--- config.mk ---
export PLATFORM = sky130hd
export DESIGN_NAME = icepic_fetch_seq
export DESIGN_NICKNAME = d
export VERILOG_FILES = /design/src/rtl/icepic_fetch_seq.sv
export SDC_FILE = /design/constraint.sdc
export NUM_CORES = 1
export LEC_CHECK = 0
export ABC_AREA = 1
export BUFFER_PORTS_ARGS = -buffer_cell sky130_fd_sc_hd__buf_2
export CORE_ASPECT_RATIO = 1.2
export CORE_MARGIN = 8
export CORE_UTILIZATION = 50
export CTS_CLUSTER_DIAMETER = 50
export DETAILED_ROUTE_END_ITERATION = 10
export HOLD_SLACK_MARGIN = 0.06
export PLACE_DENSITY = 0.76
export SLEW_MARGIN = 30
export SYNTH_ARGS = -nofsm -noshare
export SYNTH_HDL_FRONTEND = slang
export SYNTH_SLANG_ARGS = --single-unit
--- constraint.sdc ---
create_clock -name clk -period 1.7 [get_ports clk]
set_input_delay 0.34 -clock clk [delete_from_list [all_inputs] [get_ports clk]]
set_output_delay 0.34 -clock clk [all_outputs]
set_load 0.01 [all_outputs]
--- src/rtl/icepic_fetch_seq.sv ---
// iCEPIC baseline fetch/sequencing controller: Q-phase generator, program
// counter, 2-level return stack and 1-word fetch/execute pipeline.
// Optional build macro ICEPIC_STACK_ERR_EN adds a sticky stack_err output
// that flags stack overflow/underflow.
module icepic_fetch_seq #(
    parameter int unsigned     PC_W         = 9,
    parameter logic [PC_W-1:0] RESET_VECTOR = 9'h1FF,
    parameter int unsigned     STACK_DEPTH  = 2   // fixed at 2 levels
) (
    input  logic            clk,
    input  logic            rst_n,
    output logic [PC_W-1:0] pmem_addr,
    input  logic [11:0]     pmem_rdata,
    input  logic            skip_req,
    input  logic            pcl_we,
    input  logic [7:0]      pcl_wdata,
    output logic [3:0]      q_phase,
    output logic            cycle_end,
    output logic [11:0]     inst_exec,
    output logic [PC_W-1:0] pc_out
`ifdef ICEPIC_STACK_ERR_EN
    ,
    output logic            stack_err
`endif
);

    typedef enum logic [3:0] {
        StQ1 = 4'b0001,
        StQ2 = 4'b0010,
        StQ3 = 4'b0100,
        StQ4 = 4'b1000
    } q_e;

    q_e              q_q;
    logic            cycle_end_q;
    logic [PC_W-1:0] pc_q;
    logic [PC_W-1:0] pc_d;
    logic [11:0]     ir_q;
    logic [PC_W-1:0] stack_q [STACK_DEPTH];

    logic [3:0] op;
    logic       flush;
    logic       push;
    logic       pop;

`ifdef ICEPIC_STACK_ERR_EN
    logic [1:0] occ_q;
    logic       err_q;
`endif

    assign op        = ir_q[11:8];
    assign pmem_addr = pc_q;
    assign pc_out    = pc_q;
    assign q_phase   = q_q;
    assign cycle_end = cycle_end_q;
    assign inst_exec = ir_q;

    // Resolve next PC from the executing opcode first, then datapath requests.
    always_comb begin
        pc_d  = pc_q + 1'b1;
        flush = 1'b0;
        push  = 1'b0;
        pop   = 1'b0;
        if (op == 4'hA || op == 4'hB) begin
            pc_d  = PC_W'(ir_q[8:0]);
            flush = 1'b1;
        end else if (op == 4'h9) begin
            pc_d  = PC_W'(ir_q[7:0]);
            push  = 1'b1;
            flush = 1'b1;
        end else if (op == 4'h8) begin
            pc_d  = stack_q[0];
            pop   = 1'b1;
            flush = 1'b1;
        end else if (pcl_we) begin
            pc_d  = PC_W'(pcl_wdata);
            flush = 1'b1;
        end else if (skip_req) begin
            flush = 1'b1;
        end
    end

    // Q-phase sequencer; PC, IR and stack only move on the edge ending Q4.
    always_ff @(posedge clk or negedge rst_n) begin
        if (!rst_n) begin
            q_q         <= StQ1;
            cycle_end_q <= 1'b0;
            pc_q        <= RESET_VECTOR;
            ir_q        <= 12'h000;
            stack_q[0]  <= '0;
            stack_q[1]  <= '0;
        end else begin
            cycle_end_q <= (q_q == StQ3);
            unique case (q_q)
                StQ1: q_q <= StQ2;
                StQ2: q_q <= StQ3;
                StQ3: q_q <= StQ4;
                StQ4: begin
                    q_q  <= StQ1;
                    pc_q <= pc_d;
                    ir_q <= flush ? 12'h000 : pmem_rdata;
                    // pc_q already points past the CALL, so it is the return address.
                    if (push) begin
                        stack_q[1] <= stack_q[0];
                        stack_q[0] <= pc_q;
                    end else if (pop) begin
                        stack_q[0] <= stack_q[1];
                    end
                end
                default: q_q <= StQ1;
            endcase
        end
    end

`ifdef ICEPIC_STACK_ERR_EN
    // Occupancy tracking (saturating 0..2) and sticky overflow/underflow flag.
    always_ff @(posedge clk or negedge rst_n) begin
        if (!rst_n) begin
            occ_q <= 2'd0;
            err_q <= 1'b0;
        end else if (q_q == StQ4) begin
            if (push) begin
                if (occ_q == 2'd2) begin
                    err_q <= 1'b1;
                end else begin
                    occ_q <= occ_q + 2'd1;
                end
            end else if (pop) begin
                if (occ_q == 2'd0) begin
                    err_q <= 1'b1;
                end else begin
                    occ_q <= occ_q - 2'd1;
                end
            end
        end
    end

    assign stack_err = err_q;
`endif

endmodule

### Yosys cells after proc, flatten, opt, wreduce, memory -nomap -nowiden

Index checks and enable logic that the tools add are counted.

| word-level totals | value |
|---|---|
| flip-flop bits (word level) | 44 |
| logic and storage cells | 37 |

| operators by class | value |
|---|---|
| add/subtract/negate cells | 1 |
| eq/ne operators | 8 |
| muxes and demuxes | 18 |
| reductions and logical operators | 4 |

Operators by type and width:

| kind | number |
|---|---|
| $mux W9 | 6 |
| $eq A4 B4 Y1 const B | 5 |
| $mux W12 | 1 |
| $pmux W4 S3 | 1 |
| $mux W1 | 10 |
| $add A9 B1 Y9 const B | 1 |
| $eq A4 B1 Y1 const B | 1 |
| $eq A4 B2 Y1 const B | 1 |
| $eq A4 B3 Y1 const B | 1 |
| $reduce_and A2 Y1 | 2 |
| $reduce_bool A2 Y1 | 1 |
| $logic_or A1 B1 Y1 | 1 |

### Longest topological paths before layout

Gate-level depths: netlist of the first run.

| logic depth | value |
|---|---|
| depth after elaboration | 6 |
| mapped depth | 10 |
| gate-level depth less buffers | 9 |

### Worst setup path after synthesis of the first run

No wires, ideal clock.

| path | value |
|---|---|
| path type | reg-to-reg |
| start | register pc_q[0], in the netlist pc_out[0] |
| end | register pc_q[8], in the netlist pc_out[8] |
| setup time | 0.073 ns |
| arrival | 1.340 ns |
| required time | 1.627 ns |
| slack | 0.287 ns |
| cell stages (with the launch flop) | 10 |
| buffers on the path | 0 |
| clock period less this slack | 1.413 ns |
| path through | dfstp_2 > ha_1 > nand3_1 > inv_1 > nand2_1 > nand2_1 > nand3_1 > nand2_1 > nand2_1 > a21oi_1 |

| on the way | value |
|---|---|
| longest elaborated chain between the ends | 5 |

RTL lines:

| what | line | RTL |
|---|---|---|
| start: declaration | 36 | `logic [PC_W-1:0] pc_q;` |
| start signal: assignment | 100 | `pc_q <= pc_d;` |
| $add A9 B1 Y9 | 60 | `pc_d = pc_q + 1'b1;` |
| $mux W9 | 75 | `end else if (pcl_we) begin` |
| $mux W9 | 71 | `end else if (op == 4'h8) begin` |
| $mux W9 | 67 | `end else if (op == 4'h9) begin` |
| $mux W9 | 64 | `if (op == 4'hA \|\| op == 4'hB) begin` |

No other way between the ends.
A chain may end at the register's enable or synchronous reset.

### Final worst setup path of the first run

| path | value |
|---|---|
| start | register q_q[1], in the netlist q_phase[1] |
| end | register stack_q[13] (netlist name) |

| on the way | value |
|---|---|
| longest elaborated chain between the ends | 2 |

RTL lines:

| what | line | RTL |
|---|---|---|
| start: declaration | 34 | `q_e q_q;` |
| start signal: assignment | 86 | `q_q <= StQ1;` |
| start signal: assignment | 95 | `StQ1: q_q <= StQ2;` |
| start signal: assignment | 96 | `StQ2: q_q <= StQ3;` |
| $eq A4 B4 Y1 | 94 | `unique case (q_q)` |
| $reduce_and A2 Y1 (no line) | - |  |
| end: declaration | 39 | `logic [PC_W-1:0] stack_q [STACK_DEPTH];` |

No other way between the ends.

==> results.cfg, run 1 <==
[place]
dp_cells = 405
place_congestion = 0.910
dpl-instance-area_um2 = 2600
place_hpwl_mm = 4.39
port_buffers = 58

[drt]
wirelength_mm = 5.96
vias = 2106
avgRoutedWirePerCell_um = 14.3
ant_nets = 0
drt_iter0_markers = 200
vias_per_cell = 5.05
first_pass_iters = 4
route.detailed.drc = 0

[die]
core_area_um2 = 4490
die-width_um = 77.5
fp-row-count = 27
io_pins = 59
die_height_um = 89.8
die-area_um2 = 6970
initial_core_util_pct = 50.6

[timing]
finalSetupViolations = 0
max_slew_margin_pct = 71.2
finalCritPeriodShare_pct = 92.0
fin_hold_ws_ns = 0.277
finalHoldViolCount = 0
finalCriticalPeriod_ns = 1.56
rsz0062_at_grt = true
finalMaxSlewViolations = 0
fmax_mhz = 639
finClkSkew_ns = 0.00706
fin_tns_setup_ns = 0
worst_pin_slew_ns = 0.432

[layout]
final_cell_mix = nand2_1, buf_2, dfrtp_1
stdcell_count = 417
final_common_cell = nand2_1
antenna_cells = 0
layout-drive-gt1-share_pct = 25.9
syn2layout_area_growth_pct = 19.7
fin_nets = 383
stdcell_area_um2 = 2720

[pwr]
totalPowerFinal_mw = 2.36
powerDensity_nw_per_um2 = 868
leakagePower_nw = 1.39
peakVddDrop_mv = 0.690

[global_routing]
grt_pass1_wl_mm = 10.1
grt-ovfl-total = 0
grt_usage_pct = 17.6
grt_pass1_vias = 2134
grt_antenna_before_repair = 0
grt_max_degree = 45

[worst_setup_path]
critical_path_class = reg2reg
required_ns = 1.92
crit_path_end = stack_q[13]
rr_endpoint = stack_q[13]
max_stage_delay_ns = 0.39
r2r_slack_ns = 0.14
cp.arrival_ns = 1.79
critPathMaxFanout = 10
r2r_cells = 7
critical-path-slowest-cell = dfrtp_1
endpoint_kind = register
crit_chain = inv_1, nand2_1, nor3_4, nand3_2, inv_2, nor2_1, a21oi_1
startpoint_type = register
r2r_start = q_phase[1]
critPathLaunch = q_phase[1]

[flow_run]
cap_viol_max_count = 0

[clocking]
clk_path_buf_depth = 2
cts_tree = yes
ctsRootBufferMaster = clkbuf_8
htree_levels = 2
cts.sink_count = 44
clk_latency_ns = 0.30
clk_pin_slew_ns = 0.09
cts_resized = 0
cts_made_buffers = 5

[synth]
seq_area_frac_synth_pct = 49.0
synth_async_sr_flop_share_pct = 100
synth_area_um2 = 2270
ys_seq_elements = 44
syn_area_per_cell_um2 = 7.60
synth.distinct_cells = 23
ys.flop_type = dfrtp_1
netlist_instances = 299
yosysWarnings = 0
synth_edf_count = 0
syn_nets = 324

[outcome]
status = finished clean

[worst_hold_path]
min_path_type = in2reg
flip-flops by register name, summed over array words and instances, names as in the netlist:
register and cells:
inst_exec 12, cycle_end 1, q_phase 4, pc_out 9, stack_q 18
routing by layer:
layer | vias up | GRT usage, % | share of wire [%]
li1 | 1076 | - | -
met1 | 958 | 21.3 | 44
met2 | 65 | 28.4 | 49
met3 | 7 | 4.88 | 5.2
met4 | 0 | 7.89 | 1.5
met5 | - | 0 | 0
power breakdown:
group          internal, mW  leakage [nW]  switching (mW)
registers              1.16         0.556           0.112
clock network         0.294        0.0424           0.370
logic                 0.178         0.796           0.243
cell usage after synthesis, drive strengths merged (2+ instances only):
library cell / n / area, um^2
buf: 15 / 97.6
nor2: 27 / 101
mux2: 2 / 22.5
nand2: 96 / 363
dfstp: 10 / 263
nand3: 14 / 75.1
o22ai: 3 / 18.8
clkbuf: 4 / 15.0
inv: 27 / 101
a31oi: 3 / 18.8
nor3: 7 / 46.3
a21oi: 29 / 145
o21ai: 25 / 125
dfrtp: 34 / 851
what timing repair did:
action | in CTS | in global routing
endpoints found under the setup margin | 0 | 6
hold endpoints to repair | 34 | 0
hold buffers | 1 | 0
buffers inserted | 0 | 3
layout make-up:
class / count / area (um^2)
Sequential cell: 44 / 1110
Clock buffer: 7 / 76.3
Timing Repair Buffer: 71 / 403
Tap cell: 58 / 72.6
Clock inverter: 1 / 8.76
Multi-Input combinational cell: 209 / 945
Fill cell: 413 / 1770
Inverter: 27 / 101
per-stage QoR:
step,utilization [%],setup slack [ns]
final,60.5,0.136
after global routing,60.5,-0.0216
after CTS,60.0,0.144
after detailed placement,57.9,0.165
after global placement,57.9,0.169
after floorplan,-,0.287
kinds of logic (layout without fill, tap and decap cells):
group,after synthesis,in the layout,share of synthesized area [%]
AOI/OAI and AO/OA,62,62,14.3
muxes,2,2,0.991
and+or+nand+nor,144,144,25.8
DFF,44,44,49.0
buffers and inverters,46,106,9.42
adders and majority gates,1,1,0.551
critical path: cells and delay by family, from the launching register on:
family          cells  cell delay, ns
flops               1            0.39
buf+inv             2            0.29
simple gates        4            0.64
compound gates      1            0.15
worst min-delay path by stage:
| stage | slack, ns | startpoint | endpoint | cells after the start |
|---|---|---|---|---|
| 6_report | 0.28 | pmem_rdata[7] | inst_exec[7] | 3 |
| 3_5_place_dp | 0.34 | rst_n | stack_q[14] | 2 |
| 5_1_grt | 0.28 | pmem_rdata[9] | inst_exec[9] | 3 |
| 3_3_place_gp | 0.34 | rst_n | inst_exec[3] | 2 |
| 4_1_cts | 0.27 | pmem_rdata[7] | inst_exec[7] | 3 |
| 2_1_floorplan | 0.04 | rst_n | cycle_end | 0 |
Power figures use the tool's default switching activity.
==> run 2, diff against run 1 <==
--- a/config.mk
+++ b/config.mk
@@ -14,6 +14,7 @@
 export DETAILED_ROUTE_END_ITERATION = 10
 export HOLD_SLACK_MARGIN = 0.06
 export PLACE_DENSITY = 0.76
+export REMOVE_ABC_BUFFERS = 1
 export SLEW_MARGIN = 30
 export SYNTH_ARGS = -nofsm -noshare
 export SYNTH_HDL_FRONTEND = slang
==> results.cfg, run 2 (same netlist as run 1, synthesis figures left out) <==
[worst_setup_path]
cp.arrival_ns = 1.80
r2r_start = q_phase[1]
startpoint_type = register
crit_chain = inv_1, nand2_1, nor3_4, buf_4, nand2_1, a21oi_1, a21oi_1
critPathMaxFanout = 23
critical-path-slowest-cell = dfrtp_1
crit_family = simple AND/OR/NAND/NOR gates
rr_endpoint = pc_out[4]
r2r_slack_ns = 0.12
endpoint_kind = register
max_stage_delay_ns = 0.39
cp_num_buf_inv = 2
r2r_cells = 7
critical_path_class = reg2reg
required_ns = 1.92

[drt]
vias_per_cell = 5.30
wirelength_mm = 6.00
vias = 2193
avgRoutedWirePerCell_um = 14.5
route.detailed.drc = 0
ant_nets = 0
first_pass_iters = 4
drt_iter0_markers = 111

[layout]
final_cell_mix = nand2_1, buf_2, dfrtp_1
antenna_cells = 0
stdcell_count = 414
fin_nets = 380
top_register = stack_q
largest_reg_flops = 18
layout-drive-gt1-share_pct = 26.1
fillCellCount = 421
syn2layout_area_growth_pct = 19.7
stdcell_area_um2 = 2720
final_common_cell = nand2_1

[die]
core_area_um2 = 4490
initial_core_util_pct = 50.6
die_height_um = 89.8
die-area_um2 = 6970
die-width_um = 77.5
io_pins = 59
fp-row-count = 27

[timing]
finalSetupViolations = 0
finalHoldViolCount = 0
finalCritPeriodShare_pct = 92.7
setup_ws_ns = 0.125
finalMaxSlewViolations = 0
finalCriticalPeriod_ns = 1.58
finClkSkew_ns = 0.00639
max_slew_margin_pct = 62.1
rsz0062_at_grt = true
fmax_mhz = 635
worst_pin_slew_ns = 0.568

[pwr]
powerDensity_nw_per_um2 = 924
leakagePower_nw = 1.39
peakVddDrop_mv = 0.658
totalPowerFinal_mw = 2.51

[clocking]
cts.sink_count = 44
cts_made_buffers = 5
clk_pin_slew_ns = 0.09
cts_tree = yes
ctsRootBufferMaster = clkbuf_8
htree_levels = 2
clk_path_buf_depth = 2
clk_latency_ns = 0.30
post_cts_buffers = 0

[flow_run]
cap_viol_max_count = 0

[place]
dpl-instance-area_um2 = 2600
dp_cells = 406
place_congestion = 0.877
pre_cts_ws_ns = 0.109
port_buffers = 58
place_hpwl_mm = 4.40

[global_routing]
grt_antenna_before_repair = 0
grt-busiest-layer = met2
grt.met2_usage_pct = 29.5
grt_max_degree = 45
grt_pass1_vias = 2213
grt_usage_pct = 17.4
grt_pass1_wl_mm = 10.1
grt-ovfl-total = 0
grt_use_met3_pct = 5.08
use_met1_pct = 19.5

[outcome]
status = finished clean

[worst_hold_path]
min_path_type = in2async
## run 2: final cells by class
class,instances,area [um^2],area share [%]
clock buffers,5,68.8,2.53
clock inverters,3,46.3,1.70
inverters,27,101,3.73
multi-input cells,209,952,35.0
flip-flops and latches,44,1110,40.9
well taps,58,72.6,2.67
repair buffers,68,365,13.4
## run 2: repair_timing
action / 4_1_cts / 5_1_grt
hold buffers: 0 / 0
resized for setup: 0 / 1
setup endpoints to repair: 0 / 6
## run 2: worst max-delay path by stage
stage,startpoint,to,slack (ns),depth (start not counted)
global route,q_phase[1],pc_out[7],-0.02,7
global placement,pc_out[1],pc_out[8],0.19,9
CTS,q_phase[1],stack_q[10],0.11,7
floorplan,inst_exec[8],stack_q[1],-0.48,4
finish,q_phase[1],pc_out[4],0.12,7
detailed placement,q_phase[1],stack_q[10],0.11,7
## run 2: metal layers
metal	vias to the layer above	routed length, um
met5	-	0
met4	0	187
met3	22	376
met2	85	2920
met1	1019	2530
li1	1067	-
## run 2: metrics by stage
stage	utilization (%)	hold WS [ns]	TNS [ns]
3_3_place_gp	57.8	0.449	0
5_1_grt	60.5	0.151	-0.0710
2_1_floorplan	-	0.0444	-7.29
3_5_place_dp	57.8	0.459	0
6_report	60.5	0.101	0
4_1_cts	60.4	0.121	0
## run 2: where the power goes
part	internal [mW]	switching, mW
combinational	0.164	0.238
clock	0.443	0.393
sequential	1.16	0.112
## run 2: worst register-to-register path: cells and delay by family (launching register included)
kind / cells / cell delay (ns)
and+or+nand+nor: 3 / 0.52
DFF: 1 / 0.39
buffers and inverters: 2 / 0.39
AOI/OAI and AO/OA: 2 / 0.20
==> run 3, diff against run 2 <==
--- a/config.mk
+++ b/config.mk
@@ -9,11 +9,11 @@
 export BUFFER_PORTS_ARGS = -buffer_cell sky130_fd_sc_hd__buf_2
 export CORE_ASPECT_RATIO = 1.2
 export CORE_MARGIN = 8
-export CORE_UTILIZATION = 50
+export CORE_UTILIZATION = 52
 export CTS_CLUSTER_DIAMETER = 50
 export DETAILED_ROUTE_END_ITERATION = 10
 export HOLD_SLACK_MARGIN = 0.06
-export PLACE_DENSITY = 0.76
+export PLACE_DENSITY = 0.79
 export REMOVE_ABC_BUFFERS = 1
 export SLEW_MARGIN = 30
 export SYNTH_ARGS = -nofsm -noshare
==> results.cfg, run 3 (same netlist as run 1, synthesis figures left out) <==
[place]
place_hpwl_mm = 4.60
dp_cells = 402
place_congestion = 0.861
port_buffers = 58
pre_cts_ws_ns = 0.0601

[pwr]
powerDensity_nw_per_um2 = 916
combPwrFrac_pct = 17.1
clkPwrFrac_pct = 33.4
totalPowerFinal_mw = 2.55
p_int_mw = 1.82
switching_share_pct = 28.5
seqPwrFrac_pct = 49.5
leakagePower_nw = 1.41
peakVddDrop_mv = 0.703
switchingPower_mw = 0.727

[timing]
fin_tns_setup_ns = 0
fmax_mhz = 620
finalHoldViolCount = 0
max_slew_margin_pct = 69.8
finalSetupViolations = 0
worst_pin_slew_ns = 0.453
finClkSkew_ns = 0.0104
finalCritPeriodShare_pct = 94.9
rsz0062_at_grt = false
setup_ws_ns = 0.0867
finalCriticalPeriod_ns = 1.61
finalMaxSlewViolations = 0

[die]
die-width_um = 76.3
io_pins = 59
initial_core_util_pct = 53.7
die_height_um = 88.4
fp-row-count = 26
die-area_um2 = 6750
core_area_um2 = 4230

[drt]
ant_nets = 0
drt_iter0_markers = 229
wirelength_mm = 6.19
vias = 2182
route.detailed.drc = 0
vias_per_cell = 5.27
avgRoutedWirePerCell_um = 15.0
first_pass_iters = 4

[layout]
syn2layout_area_growth_pct = 22.5
layout-drive-gt1-share_pct = 26.8
stdcell_count = 414
final_cell_mix = nand2_1, buf_2, dfrtp_1
antenna_cells = 0
fin_nets = 382
top_register = stack_q
fillCellCount = 398
final_common_cell = nand2_1
largest_reg_flops = 18

[worst_hold_path]
min_path_type = in2reg

[global_routing]
grt-ovfl-total = 0
grt_max_degree = 29
grt_pass1_wl_mm = 10.0
grt_pass1_vias = 2106
grt_usage_pct = 18.1
grt_antenna_before_repair = 0

[flow_run]
cap_viol_max_count = 0

[clocking]
cts.sink_count = 44
cts_made_buffers = 5
cts_tree = yes
clk_latency_ns = 0.30
htree_levels = 2
ctsRootBufferMaster = clkbuf_8
clk_path_buf_depth = 2
clk_pin_slew_ns = 0.08

[worst_setup_path]
required_ns = 1.92
endpoint_kind = register
startpoint_type = register
critPathMaxFanout = 10
critical_path_class = reg2reg
cp.arrival_ns = 1.83

[outcome]
status = finished clean
-- run 3: worst paths after layout --
| check | startpoint | end | slack (ns) | cells after the start |
|---|---|---|---|---|
| setup / recovery | q_phase[1] | stack_q[10] | 0.09 | 8 |
| setup reg to reg | q_phase[1] | stack_q[10] | 0.09 | 8 |
| min in group asynchronous | rst_n | stack_q[7] | 0.51 | 2 |
| hold reg to reg | q_phase[1] | q_phase[1] | 0.47 | 1 |
| hold / removal | pmem_rdata[10] | inst_exec[10] | 0.28 | 3 |
| max in group asynchronous | rst_n | pc_out[2] | 0.62 | 3 |
-- run 3: through the flow --
stage          hold WS (ns)  instance area [um^2]  utilization [%]
4_1_cts               0.269                  2740             64.7
6_report              0.278                  2780             65.8
3_5_place_dp          0.315                  2610             61.6
3_3_place_gp          0.314                  2610             61.6
2_1_floorplan        0.0444                  2160                -
5_1_grt               0.276                  2780             65.8
-- run 3: power by group through the flow --
stage / clock network, mW / registers, mW / logic (mW)
6_report: 0.852 / 1.26 / 0.435
2_1_floorplan: 0 / 1.30 / 0.187
5_1_grt: 0.901 / 1.28 / 0.491
4_1_cts: 0.860 / 1.27 / 0.422
3_3_place_gp: 0 / 1.28 / 0.406
3_5_place_dp: 0 / 1.29 / 0.419
-- run 3: per-layer routing --
metal / share of wire, % / global-route usage (%)
met1: 41 / 21.2
met2: 51 / 31.8
met3: 6.3 / 4.57
met4: 1.5 / 6.13
met5: 0 / 0
-- run 3: critical path: stages, from the launching register on --
cell and delay (ns):
dfrtp_1 0.40, inv_1 0.08, nand2_1 0.11, nor3_4 0.26, buf_12 0.16, nand3_4 0.12, inv_2 0.20, nor2_1 0.06
a21oi_1 0.15
-- run 3: timing repair --
action / 4_1_cts / 5_1_grt
resized for setup: 0 / 4
endpoints found under the setup margin: 0 / 11
endpoints found under the hold margin: 12 / 0
hold buffers: 1 / 0
buffers inserted: 0 / 3
-- run 3: final cells by class --
class,instances,area (um^2),area share (%)
Inverter,27,105,3.78
Multi-Input combinational cell,209,952,34.2
Timing Repair Buffer,70,420,15.1
Tap cell,56,70.1,2.52
Clock buffer,6,82.6,2.97
Sequential cell,44,1110,40.0
Clock inverter,2,38.8,1.39
